===== src/rtl/wall_scheduler.sv =====
// wall_scheduler: paces wall launches from frame ticks, hands out launches
// round-robin to ready wall slots, keeps score and latches game-over.
// Optional feature macro: WALL_SCHED_SPEEDUP_EN (score-driven launch speed-up).
module wall_scheduler #(
    parameter int NUM_WALLS    = 4,
    parameter int SPAWN_PERIOD = 60,
    parameter int SCORE_W      = 8
) (
    input  logic                 clk,
    input  logic                 reset,
    input  logic                 enable,
    input  logic                 frame_tick,
    input  logic [NUM_WALLS-1:0] wall_ready,
    input  logic [NUM_WALLS-1:0] wall_passed,
    input  logic [NUM_WALLS-1:0] wall_touched,
    output logic [NUM_WALLS-1:0] go,
    output logic                 game_over,
    output logic [SCORE_W-1:0]   score,
    output logic                 active
);

    localparam int CNT_W = $clog2(SPAWN_PERIOD + 1);
    localparam int PTR_W = $clog2(NUM_WALLS);
    localparam int SMAX  = (1 << SCORE_W) - 1;

    typedef enum logic [1:0] {
        S_IDLE  = 2'd0,
        S_COUNT = 2'd1,
        S_SPAWN = 2'd2,
        S_OVER  = 2'd3
    } state_t;

    state_t               state_q, state_d;
    logic [CNT_W-1:0]     cnt_q, cnt_d;
    logic [PTR_W-1:0]     ptr_q, ptr_d;
    logic [NUM_WALLS-1:0] go_q, go_d;
    logic [SCORE_W-1:0]   score_q, score_d;
    logic                 game_over_q, game_over_d;
    logic                 active_q, active_d;
    logic [CNT_W-1:0]     reload_w;
    logic                 hit;
    logic                 touch;
    logic                 live;

    // Slot index (p + j) wrapped into 0..NUM_WALLS-1.
    function automatic logic [PTR_W-1:0] wrap_idx(input int p, input int j);
        return PTR_W'((p + j) % NUM_WALLS);
    endfunction

    // Number of walls cleared in this cycle.
    function automatic int popcount_f(input logic [NUM_WALLS-1:0] v);
        int c;
        c = 0;
        for (int i = 0; i < NUM_WALLS; i++) begin
            if (v[i]) c = c + 1;
        end
        return c;
    endfunction

    // Score addition clamped at the all-ones value.
    function automatic logic [SCORE_W-1:0] sat_add_f(input logic [SCORE_W-1:0] s, input int n);
        int t;
        t = int'(s) + n;
        if (t > SMAX) return SCORE_W'(SMAX);
        return SCORE_W'(t);
    endfunction

`ifdef WALL_SCHED_SPEEDUP_EN
    // One frame faster per 8 points, never below half the base period.
    function automatic logic [CNT_W-1:0] reload_f(input logic [SCORE_W-1:0] s);
        int dec;
        dec = int'(s >> 3);
        if (dec > SPAWN_PERIOD - SPAWN_PERIOD / 2) return CNT_W'(SPAWN_PERIOD / 2);
        return CNT_W'(SPAWN_PERIOD - dec);
    endfunction

    // Launch interval follows the current score.
    always_comb reload_w = reload_f(score_q);
`else
    // Fixed launch interval.
    always_comb reload_w = CNT_W'(SPAWN_PERIOD);
`endif

    // Next-state, launch selection and score update.
    always_comb begin
        state_d = state_q;
        cnt_d   = cnt_q;
        ptr_d   = ptr_q;
        score_d = score_q;
        go_d    = '0;
        hit     = 1'b0;
        touch   = |wall_touched;
        live    = (state_q == S_COUNT) || (state_q == S_SPAWN);

        case (state_q)
            S_IDLE: begin
                if (enable) begin
                    state_d = S_SPAWN;
                    score_d = '0;
                    ptr_d   = '0;
                end
            end
            S_SPAWN: begin
                if (!enable) begin
                    state_d = S_IDLE;
                end else if (touch) begin
                    state_d = S_OVER;
                end else begin
                    // First ready slot at or after the pointer wins; none ready
                    // means this launch is simply skipped.
                    for (int j = 0; j < NUM_WALLS; j++) begin
                        if (!hit && wall_ready[wrap_idx(int'(ptr_q), j)]) begin
                            hit = 1'b1;
                            go_d[wrap_idx(int'(ptr_q), j)] = 1'b1;
                            ptr_d = wrap_idx(int'(ptr_q), j + 1);
                        end
                    end
                    cnt_d   = reload_w;
                    state_d = S_COUNT;
                end
            end
            S_COUNT: begin
                if (!enable) begin
                    state_d = S_IDLE;
                end else if (touch) begin
                    state_d = S_OVER;
                end else if (frame_tick) begin
                    cnt_d = cnt_q - CNT_W'(1);
                    if (cnt_q == CNT_W'(1)) state_d = S_SPAWN;
                end
            end
            S_OVER: begin
                if (!enable) state_d = S_IDLE;
            end
            default: state_d = S_IDLE;
        endcase

        // A collision in the same cycle cancels that cycle's passes.
        if (live && enable && !touch) begin
            score_d = sat_add_f(score_q, popcount_f(wall_passed));
        end

        game_over_d = (state_d == S_OVER);
        active_d    = (state_d == S_COUNT) || (state_d == S_SPAWN);
    end

    // State and output registers; reset clears everything at once.
    always_ff @(posedge clk or posedge reset) begin
        if (reset) begin
            state_q     <= S_IDLE;
            cnt_q       <= '0;
            ptr_q       <= '0;
            go_q        <= '0;
            score_q     <= '0;
            game_over_q <= 1'b0;
            active_q    <= 1'b0;
        end else begin
            state_q     <= state_d;
            cnt_q       <= cnt_d;
            ptr_q       <= ptr_d;
            go_q        <= go_d;
            score_q     <= score_d;
            game_over_q <= game_over_d;
            active_q    <= active_d;
        end
    end

    assign go        = go_q;
    assign game_over = game_over_q;
    assign score     = score_q;
    assign active    = active_q;

endmodule


===== config.mk =====
export PLATFORM = sky130hd
export DESIGN_NAME = wall_scheduler
export DESIGN_NICKNAME = d
export VERILOG_FILES = /design/src/rtl/wall_scheduler.sv
export SDC_FILE = /design/constraint.sdc
export NUM_CORES = 1
export LEC_CHECK = 0
export ABC_AREA = 1
export CORE_MARGIN = 1
export CORE_UTILIZATION = 54
export DETAILED_ROUTE_END_ITERATION = 7
export PLACE_DENSITY_LB_ADDON = 0.05
export SYNTH_ARGS = -nofsm -noshare
export SYNTH_HDL_FRONTEND = slang
export SYNTH_SLANG_ARGS = --single-unit

===== constraint.sdc =====
create_clock -name clk -period 2.1 [get_ports clk]
set_input_delay 0.42 -clock clk [delete_from_list [all_inputs] [get_ports clk]]
set_output_delay 0.42 -clock clk [all_outputs]
set_load 0.1 [all_outputs]

# Yosys cells after proc, flatten, opt, wreduce, memory -nomap -nowiden
# Index checks and enable logic that the tools add are counted.
# op_classes
addsub	9
order_cmp	9
eq_ne	14
n_mux	82
bitwise_logic	3
reduce_logical	24
# op_table
operator	count
32-bit two-way mux	7
32-bit by 2-bit adder with 32-bit output (second input constant)	3
4-bit two-way mux	16
8-bit two-way mux	5
9-bit by 32-bit adder with 32-bit output	1
32-bit by 9-bit > comparator with 1-bit output (second input constant)	1
2-bit two-way mux	15
6-bit two-way mux	5
1-bit two-way mux	23
2-bit by 3-bit < comparator with 1-bit output (second input constant)	4
2-bit != test (second input constant)	6
4-bit bitwise OR	3
6-bit case mux with 2 select lines	1
1-bit logical AND	9
1-bit binary-select mux with 2-bit select	4
1-bit demux with 2-bit select	4
2-bit equality test (second input constant)	4
2-bit by 1-bit greater-or-equal comparator with 1-bit output (second input constant)	4
2-bit case mux with 4 select lines	1
2-bit nonzero test	4
6-bit by 1-bit equality test with 1-bit output (second input constant)	1
6-bit AND reduction	1
6-bit by 1-bit subtractor with 6-bit output (second input constant)	1
5-bit by 1-bit != test with 1-bit output (second input constant)	1
other kinds (10)	17
# word_totals
regBits	24
inputBits	16
output_inout_bits	14
wordCells	148

# Depth between registers and ports, before layout
# Gate-level depths: netlist (run 1).
# logic_depth
word_depth	24
mapped_depth	17
ltp_nobuf	17

# Least setup slack after synthesis (run 1)
# No wires, ideal clock.
# synth_path
path_kind	input to register
from	in wall_passed[0]
to	reg score_q[5], in the netlist score[5]
setup_ps	128
t_arrival_ps	2654
required_ps	1972
slack_ps	-682
stages	17
path_buffers	0
path_cell_list	inv_1 ha_1 xor2_1 ha_1 nand2_1 nand2_1 fa_1 nand2_1 inv_1 o21ai_0 nand2_1 nand2_1 nor2_1 nand2_1 o21ai_0 nand2_1 o21ai_0
# synth_via
elab_chain_len	17
# synth_rtl
element	line	source
from (decl)	14	input logic [NUM_WALLS-1:0] wall_passed,
1-bit two-way mux (*)	55	if (v[i]) c = c + 1;
32-bit two-way mux (*)	139	if (live && enable && !touch) begin
32-bit by 2-bit adder with 32-bit output	55	
32-bit two-way mux (*)	55	
32-bit two-way mux (*)	139	
32-bit by 2-bit adder with 32-bit output	55	
32-bit two-way mux (*)	55	
32-bit two-way mux (*)	139	
32-bit by 2-bit adder with 32-bit output	55	
32-bit two-way mux (*)	55	
32-bit two-way mux (*)	139	
9-bit by 32-bit adder with 32-bit output (*)	63	t = int'(s) + n;
32-bit by 9-bit > comparator with 1-bit output	64	if (t > SMAX) return SCORE_W'(SMAX);
1-bit two-way mux	64	
1-bit two-way mux	139	
8-bit two-way mux (*)	65	return SCORE_W'(t);
8-bit two-way mux (*)	139	
to (signal assigned)	162	score_q <= score_d;
to (decl)	37	logic [SCORE_W-1:0] score_q, score_d;
# Mark *: on every way between the ends. The rest lies on a longest branch, timed or not. The select of a mux whose other input is x is not followed.
# A chain may end at the register's enable or synchronous reset.

# Worst setup path in the final report (run 1)
# layout_path
from	in wall_passed[1]
to	reg score_q[5], in the netlist score[5]
# layout_via
elab_chain_len	14
# layout_rtl
element	line
32-bit two-way mux (*)	55
32-bit two-way mux (*)	139
32-bit by 2-bit adder with 32-bit output	55
32-bit two-way mux (*)	55
32-bit two-way mux (*)	139
32-bit by 2-bit adder with 32-bit output	55
32-bit two-way mux (*)	55
32-bit two-way mux (*)	139
9-bit by 32-bit adder with 32-bit output (*)	63
32-bit by 9-bit > comparator with 1-bit output	64
1-bit two-way mux	64
1-bit two-way mux	139
8-bit two-way mux (*)	65
8-bit two-way mux (*)	139
# Marked as above.

==> impl_metrics.tcl, run 1 <==
set metrics [dict create \
    status "finished with violations" \
    failed_checks "setup timing" \
    post-route-util 0.745 \
    hpwlAfterDp_um 3030 \
    drtAntennaViolNets 0 \
    start_kind "primary input" \
    clkSinkCount 24 \
    synth_warnings 0 \
    rsz0062_at_grt "true" \
    clk_latency_ns 0.32 \
    vias 1843 \
    slew_violations 0 \
    fin_nets 354 \
    root_buffer "clkbuf_4" \
    worst_slack_ns -0.276 \
    yosysMostFrequentCell "nand2_1" \
    yosys_most_used_dff "dfrtp_1" \
    synth_fp_nets 305 \
    multi_input_area_um2 1270 \
    htreeDepth 1 \
    fmax_mhz 421 \
    arrival_ns 2.60 \
    syn_to_final_growth_pct 30.0 \
    drt-pass1-iter-count 5 \
    grt_max_degree 25 \
    synthArstFlopShare 1.00 \
    cp_max_fo 4 \
    hold_path_class "in -> async" \
    cap_violations 0 \
    seq_area_frac_synth 0.309 \
    synth_enable_flop_cells 0 \
    power.static_leakage_nw 1.27 \
    hold_buffers 0 \
    synthTopCellsByArea "dfrtp_1 31%, ha_1 14%, nand2_1 13%" \
    synth_area_leader_cell "dfrtp_1" \
    die_y_um 62.0 \
    setup_viol 8 \
    drc 0 \
    finalPower_mw 2.34 \
    crit_type "in -> reg" \
    ir_worst_vdd_mv 0.652 \
    grtUsageTotal 0.225 \
    start_util 0.573 \
    power_density_nw_per_um2 928 \
    cts_tree "built" \
    ios 30 \
    synth-seq-cells 24 \
    syn_inst 266 \
    die_x_um 62.0 \
    holdWs_ns 0.418 \
    row_count 21 \
    grt_overflow 0 \
    core_um2 3390 \
    synth_commonest_cells "69 x nand2_1, 34 x inv_1, 27 x nand3_1" \
    drive_gt1_frac 0.239 \
    cts_buffers 3 \
    dieArea_um2 3840 \
    final_hold_viol_count 0 \
    netlist-cell-type-count 29 \
    syn_area_um2 1940 \
    port_buffers 29 \
    wl_per_cell_um 11.6 \
    grt_pass1_vias 1594 \
    viasPerCell 5.12 \
    synth.top_cell.area_share 0.309 \
    clkTransAtPathRegs_ns 0.13 \
    cts.path.max_buffers 2 \
    dr.first_iter.drc_count 119 \
    avgSynthCellArea_um2 7.30 \
    n_antenna_cell 0 \
    fin_skew_ns 0.00642 \
    period_needed_ns 2.38 \
    tns_ns -1.80 \
    cp-end-kind "register" \
    routed_wl_um 4170 \
    post-route-period-util 1.13 \
    fillers 255 \
    gp_congestion 0.851 \
    seq_area_um2 601 \
    critPathRequiredTime_ns 2.33 \
    grt_antenna_before_repair 0 \
    pre_cts_ws_ns -1.08 \
    grt_pass1_wl_um 6560 \
]
==> final cells by class <==
cell class / count / area share
Multi-Input combinational cell: 203 / 0.504
Sequential cell: 24 / 0.238
Tap cell: 46 / 0.0228
Timing Repair Buffer: 46 / 0.157
Inverter: 37 / 0.0640
Clock buffer: 4 / 0.0144
==> flip-flops by register name, summed over array words and instances (netlist names) <==
| name | cells |
|---|---|
| go | 4 |
| cnt_q | 6 |
| score | 8 |
| state_q | 2 |
| active | 1 |
| ptr_q | 2 |
| game_over | 1 |
==> power breakdown <==
part / switching [mW] / internal (mW) / total, mW
combinational: 0.959 / 0.477 / 1.44
sequential: 0.0877 / 0.573 / 0.661
clock: 0.139 / 0.106 / 0.246
==> worst paths after layout <==
path | startpoint | endpoint | slack, ns | depth (start not counted)
worst max-delay path | wall_passed[1] | score[5] | -0.28 | 18
worst min-delay path | reset | score[4] | 0.42 | 3
worst max register to register | score[0] | score[5] | 0.20 | 12
worst min register to register | cnt_q[3] | cnt_q[3] | 0.53 | 2
max in group asynchronous | reset | go[1] | 1.45 | 3
min in group clk | cnt_q[3] | cnt_q[3] | 0.53 | 2
==> per-layer routing <==
layer	global-route usage	wire, µm
met1	0.295	1900
met2	0.389	2140
met3	0.0248	96
met4	0.0698	27
met5	0	0
==> critical path, stage by stage <==
cell and delay [ns]:
buf_8 0.08, clkinv_4 0.05, ha_4 0.27, xor2_2 0.16
ha_2 0.29, nand2_1 0.08, nand2_2 0.09, fa_2 0.37
nand2_2 0.08, inv_2 0.04, o21ai_2 0.13, nand2_1 0.08
nand2_2 0.10, nor2_4 0.06, nand2_2 0.10, o21ai_1 0.08
nand2_1 0.06, o21ai_1 0.05
==> cell usage in the layout, fill, tap and decap left out, types with 2 or more instances in the layout <==
| cell type | instances |
|---|---|
| inv_1 | 31 |
| xor2_1 | 3 |
| dfrtp_1 | 24 |
| nand2_1 | 63 |
| nand3_1 | 26 |
| o22ai_1 | 3 |
| o21ai_2 | 4 |
| clkbuf_4 | 3 |
| buf_4 | 30 |
| xor2_2 | 2 |
| nand2_2 | 10 |
| nand2_4 | 3 |
| ha_1 | 18 |
| nor2_1 | 16 |
| clkdlybuf4s50_1 | 12 |
| ha_4 | 2 |
| o21ai_0 | 14 |
| nand3_2 | 3 |
| nor2_4 | 2 |
| a21oi_1 | 13 |
| ha_2 | 2 |
| inv_2 | 3 |
| o21ai_1 | 6 |
| nand4_1 | 4 |
==> metrics by stage <==
stage / area, µm² / cells
after floorplan: 1990 / 266
after global placement: 2370 / 350
after detailed placement: 2370 / 350
after CTS: 2460 / 357
after global routing: 2520 / 360
final: 2520 / 360
==> kinds of logic (layout without fill, tap and decap cells) <==
kind of cell | count (synthesis) | count (layout) | synth area share
xor+xnor | 6 | 6 | 0.0271
flops | 24 | 24 | 0.309
fa+ha+maj | 23 | 23 | 0.152
buf+inv | 39 | 87 | 0.0825
other cells | 1 | 1 | 0.00193
simple gates | 130 | 130 | 0.311
compound gates | 43 | 43 | 0.117
==> timing repair <==
action / 4_1_cts / 5_1_grt
pin swaps: 8 / 9
buffers inserted: 3 / 4
gates resized for setup: 20 / 18
endpoints found under the setup margin: 8 / 8
No activity file was read; power rests on OpenSTA's default activity.
==> inputs of run 2 (changes only) <==
Settings changed: CORE_UTILIZATION 54 to 55, CTS_BUF_LIST set to sky130_fd_sc_hd__clkbuf_8.
==> run 2 against run 1 <==
  * The run still ends with setup timing left
  * Highest routed layer unchanged
  * Clock skew is 0.0052 ns lower
  * Critical path depth unchanged
  * Non-clock buffer count is 2 higher
  * Via count is 1.1% lower
  * Hold slack better by 0.079 ns
==> impl_metrics.tcl, run 2 (synthesized netlist as in run 1, its figures left out) <==
set metrics [dict create \
    status "finished with violations" \
    failed_checks "setup timing" \
    drive_gt1_frac 0.253 \
    timing.rr.start "ptr_q[0]" \
    r2r_setup_slack_ns 0.22 \
    viasPerCell 5.03 \
    r2r_cells 11 \
    setup_viol 8 \
    slew_violations 0 \
    start_kind "primary input" \
    cts.path.max_buffers 2 \
    clk_latency_ns 0.26 \
    hpwlAfterDp_um 3120 \
    drtAntennaViolNets 0 \
    finalPower_mw 2.44 \
    multi_input_area_um2 1310 \
    cts_tree "built" \
    die_x_um 61.4 \
    routed_wl_um 4410 \
    wl_per_cell_um 12.2 \
    tns_ns -2.13 \
    grt_max_degree 25 \
    holdWs_ns 0.497 \
    n_antenna_cell 0 \
    cp-end-kind "register" \
    grt_pass1_wl_um 6660 \
    cts_buffers 3 \
    largest_reg_flops 8 \
    root_buffer "clkbuf_8" \
    clkTransAtPathRegs_ns 0.08 \
    cp_max_fo 4 \
    period_needed_ns 2.41 \
    arrival_ns 2.56 \
    gp_congestion 0.821 \
    power.static_leakage_nw 1.31 \
    seq_area_um2 601 \
    start_util 0.577 \
    grtUsageTotal 0.238 \
    grt_pass1_vias 1635 \
    ir_worst_vdd_mv 0.621 \
    ios 30 \
    critPathRequiredTime_ns 2.25 \
    fin_nets 356 \
    worst_slack_ns -0.305 \
    final_common_cell "nand2_1" \
    hold_path_class "in -> async" \
    fmax_mhz 416 \
    core_um2 3360 \
    die_y_um 61.4 \
    row_count 21 \
    grt_overflow 0 \
    dr.first_iter.drc_count 125 \
    mostFrequentLayoutCells "61 x nand2_1, 31 x inv_1, 31 x buf_4, 26 x nand3_1, 24 x dfrtp_1" \
    final_hold_viol_count 0 \
    vias 1822 \
    cap_violations 0 \
    grt_antenna_before_repair 0 \
    crit_type "in -> reg" \
    drc 0 \
    rsz0062_at_grt "true" \
    dieArea_um2 3770 \
    hold_buffers 0 \
    rr_endpoint "ptr_q[0]" \
    fillers 253 \
    power_density_nw_per_um2 940 \
    post-route-period-util 1.15 \
    syn_to_final_growth_pct 33.8 \
    fin_skew_ns 0.00121 \
    clkSinkCount 24 \
    htreeDepth 1 \
    drt-pass1-iter-count 5 \
    port_buffers 29 \
]
## run 2: timing repair
item,in CTS,in global routing
gates resized for setup,18,26
pin swaps,7,11
endpoints found under the setup margin,8,8
setup buffers,4,3
## run 2: power by group
part	switching, mW	internal (mW)	total (mW)
logic	0.979	0.494	1.47
clock network	0.139	0.167	0.307
registers	0.0892	0.574	0.663
## run 2: worst max path at each step
| stage | startpoint | endpoint | slack (ns) | cells after the start |
|---|---|---|---|---|
| final | wall_passed[1] | score[5] | -0.31 | 18 |
| after global routing | wall_passed[0] | score[6] | -0.41 | 16 |
| after CTS | wall_passed[0] | score[5] | -0.35 | 19 |
| after detailed placement | wall_passed[0] | score[2] | -1.12 | 19 |
| after global placement | wall_passed[0] | score[2] | -1.01 | 19 |
| after floorplan | wall_passed[0] | score[5] | -0.36 | 17 |
## run 2: worst max-delay path: stages
cell     delay (ns)
buf_8          0.10
inv_6          0.05
ha_4           0.21
xor2_4         0.17
buf_6          0.14
xor2_2         0.14
ha_2           0.21
fa_2           0.37
nand2_2        0.07
inv_2          0.04
o21ai_2        0.13
nand2_1        0.08
nand2_2        0.10
nor2_4         0.06
nand2_4        0.08
o21ai_2        0.05
nand2_1        0.06
o21ai_1        0.06
## run 2: final cells by class
class	instances	share of cell area
Clock buffer	4	0.0212
Multi-Input combinational cell	203	0.504
Inverter	37	0.0621
Timing Repair Buffer	48	0.160
Tap cell	46	0.0221
Sequential cell	24	0.231
## run 2: per-layer routing
layer / routed length (µm) / share of wire / track usage / vias to the layer above
li1: - / - / - / 965
met3: 119 / 0.027 / 0.0294 / 8
met2: 2320 / 0.53 / 0.415 / 39
met1: 1890 / 0.43 / 0.302 / 810
met4: 76 / 0.017 / 0.0889 / 0
met5: 0 / 0 / 0 / -
## run 2: through the flow
stage | setup slack [ns] | instance area [µm²] | util | instances
floorplan | -0.357 | 1990 | - | 266
global route | -0.413 | 2600 | 0.773 | 362
detailed placement | -1.12 | 2390 | 0.710 | 352
global placement | -1.01 | 2390 | 0.710 | 352
finish | -0.305 | 2600 | 0.773 | 362
CTS | -0.347 | 2490 | 0.742 | 360
